==> src/rtl/decoder_pkg.sv <==
// Shared types and limits for the sequenced one-hot decoder.
package decoder_pkg;

   localparam int MODE_W     = 2;
   localparam int STAGES_MAX = 4;

   typedef enum logic [MODE_W-1:0] {
      CLEAR   = 2'b00,
      LOAD    = 2'b01,
      STEP_UP = 2'b10,
      STEP_DN = 2'b11
   } mode_t;

endpackage

==> src/rtl/decoder_n.sv <==
// Combinational enabled SEL_W:2**SEL_W decoder, built recursively from 1:2 decoders.
module decoder_n #(
   parameter int SEL_W = 1
) (
   input  logic                en,
   input  logic [SEL_W-1:0]    sel,
   output logic [2**SEL_W-1:0] dec
);

   if (SEL_W == 1) begin : g_leaf
      assign dec = en ? {sel[0], ~sel[0]} : 2'b00;
   end else begin : g_split
      logic [1:0] half_en;

      // The MSB picks which half is enabled; each half decodes the remaining bits.
      decoder_n #(.SEL_W(1)) u_msb (
         .en  (en),
         .sel (sel[SEL_W-1]),
         .dec (half_en)
      );

      decoder_n #(.SEL_W(SEL_W-1)) u_lo (
         .en  (half_en[0]),
         .sel (sel[SEL_W-2:0]),
         .dec (dec[2**(SEL_W-1)-1:0])
      );

      decoder_n #(.SEL_W(SEL_W-1)) u_hi (
         .en  (half_en[1]),
         .sel (sel[SEL_W-2:0]),
         .dec (dec[2**SEL_W-1:2**(SEL_W-1)])
      );
   end

endmodule

==> src/rtl/decoder_seq_onehot.sv <==
// Registered one-hot decoder with load/clear/rotate modes, stall, and optional output retiming.
module decoder_seq_onehot
   import decoder_pkg::*;
#(
   parameter int SEL_W  = 3,
   parameter int STAGES = 1
) (
   input  logic                clk,
   input  logic                reset_n,
   input  logic                en,
   input  mode_t               mode,
   input  logic [SEL_W-1:0]    sel,
   input  logic                stall,
   output logic [2**SEL_W-1:0] out,
   output logic                out_valid,
   output logic [SEL_W-1:0]    idx,
   output logic                wrap
);

   localparam int OUT_W = 2**SEL_W;
   localparam logic [OUT_W-1:0] LSB_ONE = {{(OUT_W-1){1'b0}}, 1'b1};

   if (STAGES < 1 || STAGES > STAGES_MAX) begin : g_bad_stages
      $error("decoder_seq_onehot: STAGES=%0d outside 1..%0d", STAGES, STAGES_MAX);
   end

   logic [OUT_W-1:0] load_dec;
   logic [OUT_W-1:0] state_q, state_d;
   logic             wrap_q, wrap_d;

   decoder_n #(.SEL_W(SEL_W)) u_load_dec (
      .en  (en),
      .sel (sel),
      .dec (load_dec)
   );

   always_comb begin
      state_d = state_q;
      wrap_d  = wrap_q;
      if (!stall) begin
         case (mode)
            CLEAR: begin
               state_d = '0;
               wrap_d  = 1'b0;
            end
            LOAD: begin
               state_d = load_dec;
               wrap_d  = 1'b0;
            end
            // A zero state rotates to zero and never reports a wrap.
            STEP_UP: begin
               state_d = {state_q[OUT_W-2:0], state_q[OUT_W-1]};
               wrap_d  = state_q[OUT_W-1];
            end
            STEP_DN: begin
               state_d = {state_q[0], state_q[OUT_W-1:1]};
               wrap_d  = state_q[0];
            end
         endcase
      end
   end

   always_ff @(posedge clk or negedge reset_n) begin
      if (!reset_n) begin
         state_q <= '0;
         wrap_q  <= 1'b0;
      end else begin
         state_q <= state_d;
         wrap_q  <= wrap_d;
      end
   end

   logic [OUT_W-1:0] chain_state [STAGES];
   logic             chain_wrap  [STAGES];

   assign chain_state[0] = state_q;
   assign chain_wrap[0]  = wrap_q;

   for (genvar gi = 1; gi < STAGES; gi++) begin : g_stage
      logic [OUT_W-1:0] st_q;
      logic             wr_q;

      always_ff @(posedge clk or negedge reset_n) begin
         if (!reset_n) begin
            st_q <= '0;
            wr_q <= 1'b0;
         end else if (!stall) begin
            st_q <= chain_state[gi-1];
            wr_q <= chain_wrap[gi-1];
         end
      end

      assign chain_state[gi] = st_q;
      assign chain_wrap[gi]  = wr_q;
   end

   assign out       = chain_state[STAGES-1];
   assign wrap      = chain_wrap[STAGES-1];
   assign out_valid = (out != '0) && ((out & (out - LSB_ONE)) == '0);

   // OR-tree encoder: index bit gi is the OR of every line whose number has bit gi set.
   logic [SEL_W-1:0] idx_raw;

   for (genvar gi = 0; gi < SEL_W; gi++) begin : g_enc
      logic [OUT_W-1:0] mask;
      for (genvar gj = 0; gj < OUT_W; gj++) begin : g_mask
         assign mask[gj] = 1'((gj >> gi) & 1);
      end
      assign idx_raw[gi] = |(out & mask);
   end

   assign idx = out_valid ? idx_raw : '0;

endmodule
==> config.mk <==
export PLATFORM = sky130hd
export DESIGN_NAME = decoder_seq_onehot
export DESIGN_NICKNAME = d
export VERILOG_FILES = /design/src/rtl/decoder_pkg.sv /design/src/rtl/decoder_n.sv /design/src/rtl/decoder_seq_onehot.sv
export SDC_FILE = /design/constraint.sdc
export NUM_CORES = 1
export LEC_CHECK = 0
export CAP_MARGIN = 20
export CORE_UTILIZATION = 50
export CTS_BUF_LIST = sky130_fd_sc_hd__clkbuf_4
export CTS_CLUSTER_SIZE = 24
export DETAILED_ROUTE_END_ITERATION = 6
export PLACE_DENSITY = 0.84
export SLEW_MARGIN = 20
export SYNTH_ARGS = -nofsm -noshare
export SYNTH_HDL_FRONTEND = slang
export SYNTH_HIERARCHICAL = 1
export SYNTH_SLANG_ARGS = --single-unit
==> constraint.sdc <==
create_clock -name clk -period 3.45 [get_ports clk]
set_clock_uncertainty 0.2 [all_clocks]
set_input_delay 0.345 -clock clk [delete_from_list [all_inputs] [get_ports clk]]
set_output_delay 0.345 -clock clk [all_outputs]
set_load 0.01 [all_outputs]
==> impl_metrics.yaml, run 1 <==
outcome:
  outcome: "finished clean"
global_routing:
  grt_pass1_wl_mm: 2.48
  antenna_found_initial: 0
  grt_usage_pct: 23.3
  grt_max_degree: 19
  grt_pass1_vias: 527
  grt-ovfl-total: 0
critical_path:
  criticalPathCategory: "reg -> out"
  worstPathRequired_ns: 2.90
  path_cells: "or4_4, o31ai_2, o21ai_1, nor4b_2, clkdlybuf4s50_1"
  crit_path_top_delay_cell: "or4_4"
  critPathMaxStageDelay_ns: 0.58
  worstPathMaxFanout: 9
  rrSetupSlack_ns: 2.01
  cp-start-kind: "register"
  worstSetupEndpointType: "primary output"
  arrival_ns: 2.46
  r2r_cells: 3
  rr_endpoint: "out[7]"
  rr_startpoint: "out[6]"
power_and_ir_drop:
  p_per_area_nw_per_um2: 284
  leakage_nw: 0.389
  vdd_drop_max_mv: 0.239
clock_network:
  post_cts_buffers: 0
  hold_buffers: 0
  cts.sinks: 9
  clockBufferDepth: 2
  clock_latency_ns: 0.26
  cts_root_buffer: "clkbuf_4"
  cts_buffers: 3
  cts_resized: 0
  htreeDepth: 1
  worst_setup_hold_path_clk_slew_ns: 0.06
  cts_tree: "yes"
place:
  pre_cts_slack_ns: 0.715
  hpwl_mm: 1.23
  port_buffers: 21
  gp_congestion: 0.776
routing:
  drtIter0Drc: 23
  drt-total-wl_mm: 1.64
  firstDrtPassIters: 4
  via_per_inst: 6.03
  drc_errors: 0
  vias: 712
  final_antenna_net_count: 0
  wl_per_cell_um: 13.9
min_path:
  hold_path_class: "in -> async"
yosys:
  seq_area_frac_synth_pct: 30.2
  synth_area_um2: 746
  synth_nets: 95
  synth_cell_types: 20
  avgSynthCellArea_um2: 8.67
  ys_warn_count: 6
  ys_ff_latch: 9
  syn_inst: 86
final_layout:
  antenna_cells: 0
  fin_nets: 113
  regArea_um2: 225
  multiInputGateArea_um2: 490
  post-route-util_pct: 72.2
  fillers: 117
  area_delta_synth_final_pct: 30.7
  final_layout_size_suffix_gt1_share_pct: 29.1
timing:
  setup_ws_ns: 0.442
  setup_viol_count_final: 0
  finalCritPeriodShare_pct: 87.2
  finalSetupTns_ns: 0
  slew_headroom_pct: 62.9
  worst_slew_pin_slew_ns: 0.555
  grt_setup_unrepaired: "no"
  drv_slew: 0
  timing.fmax_ghz: 0.332
  period_needed_ns: 3.01
  hold_viol: 0
  hold_slack_ns: 0.166
flow_run:
  maxCapViolCount: 0
floorplanning:
  die_w_um: 40.6
  die_h_um: 40.6
  start_util_pct: 55.2
  core_region_area_um2: 1350
  io_pins: 22
  die_area_um2: 1650
  num_rows: 13
==> layout by cell type, fill, tap and decap left out <==
cell type        count
or4_4                1
nor4_1               5
nor2b_1              1
nand2_1             10
nor3_1               3
maj3_1               1
and2_2               7
or4_1                1
o31ai_2              1
o21ai_1              2
nor4b_2              1
clkbuf_4             4
a21oi_1              1
mux2_2               9
a22oi_1              8
dfrtp_1              9
nor2_1               1
o21ai_0             10
clkdlybuf4s50_1     21
and2b_2              7
==> how the worst max path moves through the flow <==
stage | slack, ns | from | depth (start not counted) | endpoint
after global placement | 0.78 | out[3] | 5 | idx[0]
after global routing | 0.28 | out[3] | 5 | idx[2]
final | 0.44 | out[3] | 5 | idx[2]
after floorplan | 1.14 | out[3] | 4 | idx[0]
after detailed placement | 0.72 | out[3] | 5 | idx[2]
after CTS | 0.43 | out[3] | 5 | idx[2]
==> per-layer routing <==
metal / track usage, % / vias to the layer above / share of wire (%)
li1: - / 352 / -
met1: 30.5 / 332 / 46
met2: 38.1 / 26 / 49
met3: 6.52 / 2 / 4.9
met4: 5.00 / 0 / 0.36
met5: 0 / - / 0
==> cell type report <==
| cell class | instances | area share (%) |
|---|---|---|
| clock buffer | 4 | 3.08 |
| multi-input combinational | 69 | 50.3 |
| sequential | 9 | 23.1 |
| tap | 15 | 1.93 |
| timing repair buffer | 21 | 21.6 |
==> Yosys cell counts, drive strengths merged <==
library cell	instances	area, um2
buf	2	7.51
nor2	1	3.75
and2	7	52.6
nor4	5	31.3
a22oi	8	60.1
a21oi	1	5.00
o21ai	12	60.1
clkbuf	6	22.5
or4	2	18.8
o31ai	1	12.5
dfrtp	9	225
nand2	10	37.5
mux2	9	101
nor3	3	15.0
and2b	7	61.3
maj3	1	10.0
nor4b	1	15.0
nor2b	1	6.26
==> critical path, delay by kind of cell (launching register included) <==
| family | cells | cell delay (ns) |
|---|---|---|
| AND/OR/NAND/NOR | 2 | 0.84 |
| buffers and inverters | 1 | 0.57 |
| flip-flops | 1 | 0.45 |
| AO/OA/AOI/OAI | 2 | 0.34 |
==> sequential cells by signal (all words and copies together) (netlist names) <==
| register | flops |
|---|---|
| out | 8 |
| wrap | 1 |
==> stage by stage <==
step	total power, W	instance area, um2	std cells
after floorplan	0.000157	746	86
after global placement	0.000187	945	114
after detailed placement	0.000188	945	114
after CTS	0.000279	975	118
after global routing	0.000294	975	118
final	0.000277	975	118
==> power by group <==
group	internal (W)	total, W	switching, W
combinational	0.0000399	0.0000705	0.0000306
sequential	0.000109	0.000116	0.00000736
clock	0.0000525	0.0000904	0.0000379
total	0.000201	0.000277	0.0000758
==> cell families after synthesis <==
group                      share of synthesized area (%)
DFF                                                 30.2
buffers and inverters                               4.03
muxes                                               13.6
adders and majority gates                           1.34
and+or+nand+nor                                     32.4
AOI/OAI and AO/OA                                   18.5
Note: power is estimated with default switching activity, not from simulation.
==> run 2, diff against run 1 <==
Settings changed: CORE_UTILIZATION 50 to 52, PLACE_DENSITY 0.84 to 0.87.
==> run 2 against run 1 <==
Die area fell by 3.7%. Design area is 0.26% lower. Core utilization rose by 1.6 points. Highest routed layer unchanged.
==> impl_metrics.yaml, run 2 (synthesis gave the netlist of run 1 again) <==
critical_path:
  crit_path_top_delay_cell: "or4_4"
  worstPathMaxFanout: 8
  rr_startpoint: "out[6]"
  worstPathRequired_ns: 2.90
  critPathMaxStageDelay_ns: 0.57
  critPathLaunch: "out[1]"
  cp.buffers_inverters: 1
  criticalPathCategory: "reg -> out"
  r2r_cells: 3
  worstSetupEndpointType: "primary output"
  arrival_ns: 2.49
  timing.critical_path.depth: 5
  path_delay_family: "simple AND/OR/NAND/NOR gates"
  path_cells: "or4_4, o31ai_2, o21ai_1, nor4b_2, clkdlybuf4s50_1"
  cp-start-kind: "register"
power_and_ir_drop:
  leakage_nw: 0.388
  p_total_w: 0.000269
  vdd_drop_max_mv: 0.350
  p_per_area_nw_per_um2: 277
outcome:
  outcome: "finished clean"
routing:
  drtIter0Drc: 11
  drc_errors: 0
  wl_per_cell_um: 15.3
  final_antenna_net_count: 0
  drt-total-wl_mm: 1.80
  vias: 718
  via_per_inst: 6.08
  firstDrtPassIters: 3
place:
  hpwl_mm: 1.37
  pre_cts_slack_ns: 0.685
  port_buffers: 21
  gp_congestion: 0.817
  dp.cells: 114
floorplanning:
  die_w_um: 39.9
  io_pins: 22
  num_rows: 13
  start_util_pct: 56.6
  core_region_area_um2: 1320
  die_h_um: 39.9
  die_area_um2: 1590
clock_network:
  cts_root_buffer: "clkbuf_4"
  post_cts_buffers: 0
  hold_buffers: 0
  cts_tree: "yes"
  htreeDepth: 1
  clockBufferDepth: 2
  clock_latency_ns: 0.26
  cts.sinks: 9
  cts_buffers: 3
  worst_setup_hold_path_clk_slew_ns: 0.07
  cts_resized: 0
global_routing:
  antenna_found_initial: 0
  grt_pass1_wl_mm: 2.90
  grt_usage_pct: 28.7
  grt-ovfl-total: 0
  grt_max_degree: 19
  grt_pass1_vias: 677
final_layout:
  most-common-layout-cells: "clkdlybuf4s50_1 (21), o21ai_0 (10), nand2_1 (10)"
  final_cell_count_no_fill: 118
  fillers: 108
  layout_commonest_cell: "clkdlybuf4s50_1"
  final_layout_size_suffix_gt1_share_pct: 29.1
  antenna_cells: 0
  regArea_um2: 225
  multiInputGateArea_um2: 490
  largest_reg_flops: 8
  post-route-util_pct: 73.8
  fin_nets: 113
  area_delta_synth_final_pct: 30.4
timing:
  slew_headroom_pct: 63.8
  hold_viol: 0
  grt_setup_unrepaired: "no"
  finalCritPeriodShare_pct: 88.1
  setup_viol_count_final: 0
  finalSetupTns_ns: 0
  setup_ws_ns: 0.412
  drv_slew: 0
  period_needed_ns: 3.04
  timing.fmax_ghz: 0.329
  worst_slew_pin_slew_ns: 0.542
flow_run:
  maxCapViolCount: 0
min_path:
  hold_path_class: "in -> async"
[run 2: worst reg2reg max path, delay by kind of cell, from the launching register on]
family	cells	cell delay, ns
compound gates	2	0.30
flops	1	0.49
mux	1	0.31
[run 2: metal layers]
layer  share of wire, %  wire (um)  global-route usage (%)  up-vias
met4                5.2         93                    23.3        0
met5                  0          0                       0        -
met2                 49        881                    46.8       26
met3                3.0         54                    6.82       10
met1                 43        774                    30.9      333
li1                   -          -                       -      349
[run 2: metrics by stage]
step                      area, um2  hold slack, ns
after floorplan                 746          -0.151
after global placement          945           0.271
after detailed placement        945           0.293
after CTS                       972           0.185
after global routing            972           0.206
final                           972           0.183
[run 2: final timing paths]
kind,to,slack [ns]
worst min-delay path,out[1],0.18
worst max-delay path,idx[2],0.41
max in group asynchronous,out[3],2.57
worst max register to register,out[5],2.02
min in group clk,wrap,0.31
worst min register to register,wrap,0.31
[run 2: final cells by class]
cell class	count	area share, %
flip-flops and latches	9	23.2
multi-input cells	69	50.5
repair buffers	21	21.6
clock buffers	3	2.32
clock inverters	1	0.515
well taps	15	1.93
[run 2: power by group]
part | switching [W] | internal (W)
clock | 0.0000381 | 0.0000427
sequential | 0.00000781 | 0.000109
combinational | 0.0000316 | 0.0000399
total | 0.0000775 | 0.000191
==> run 3, diff against run 2 <==
Settings changed: SKIP_LAST_GASP set to 1.
==> results of run 3 <==
The final DEF is identical to that of run 2; final timing and power are the same.
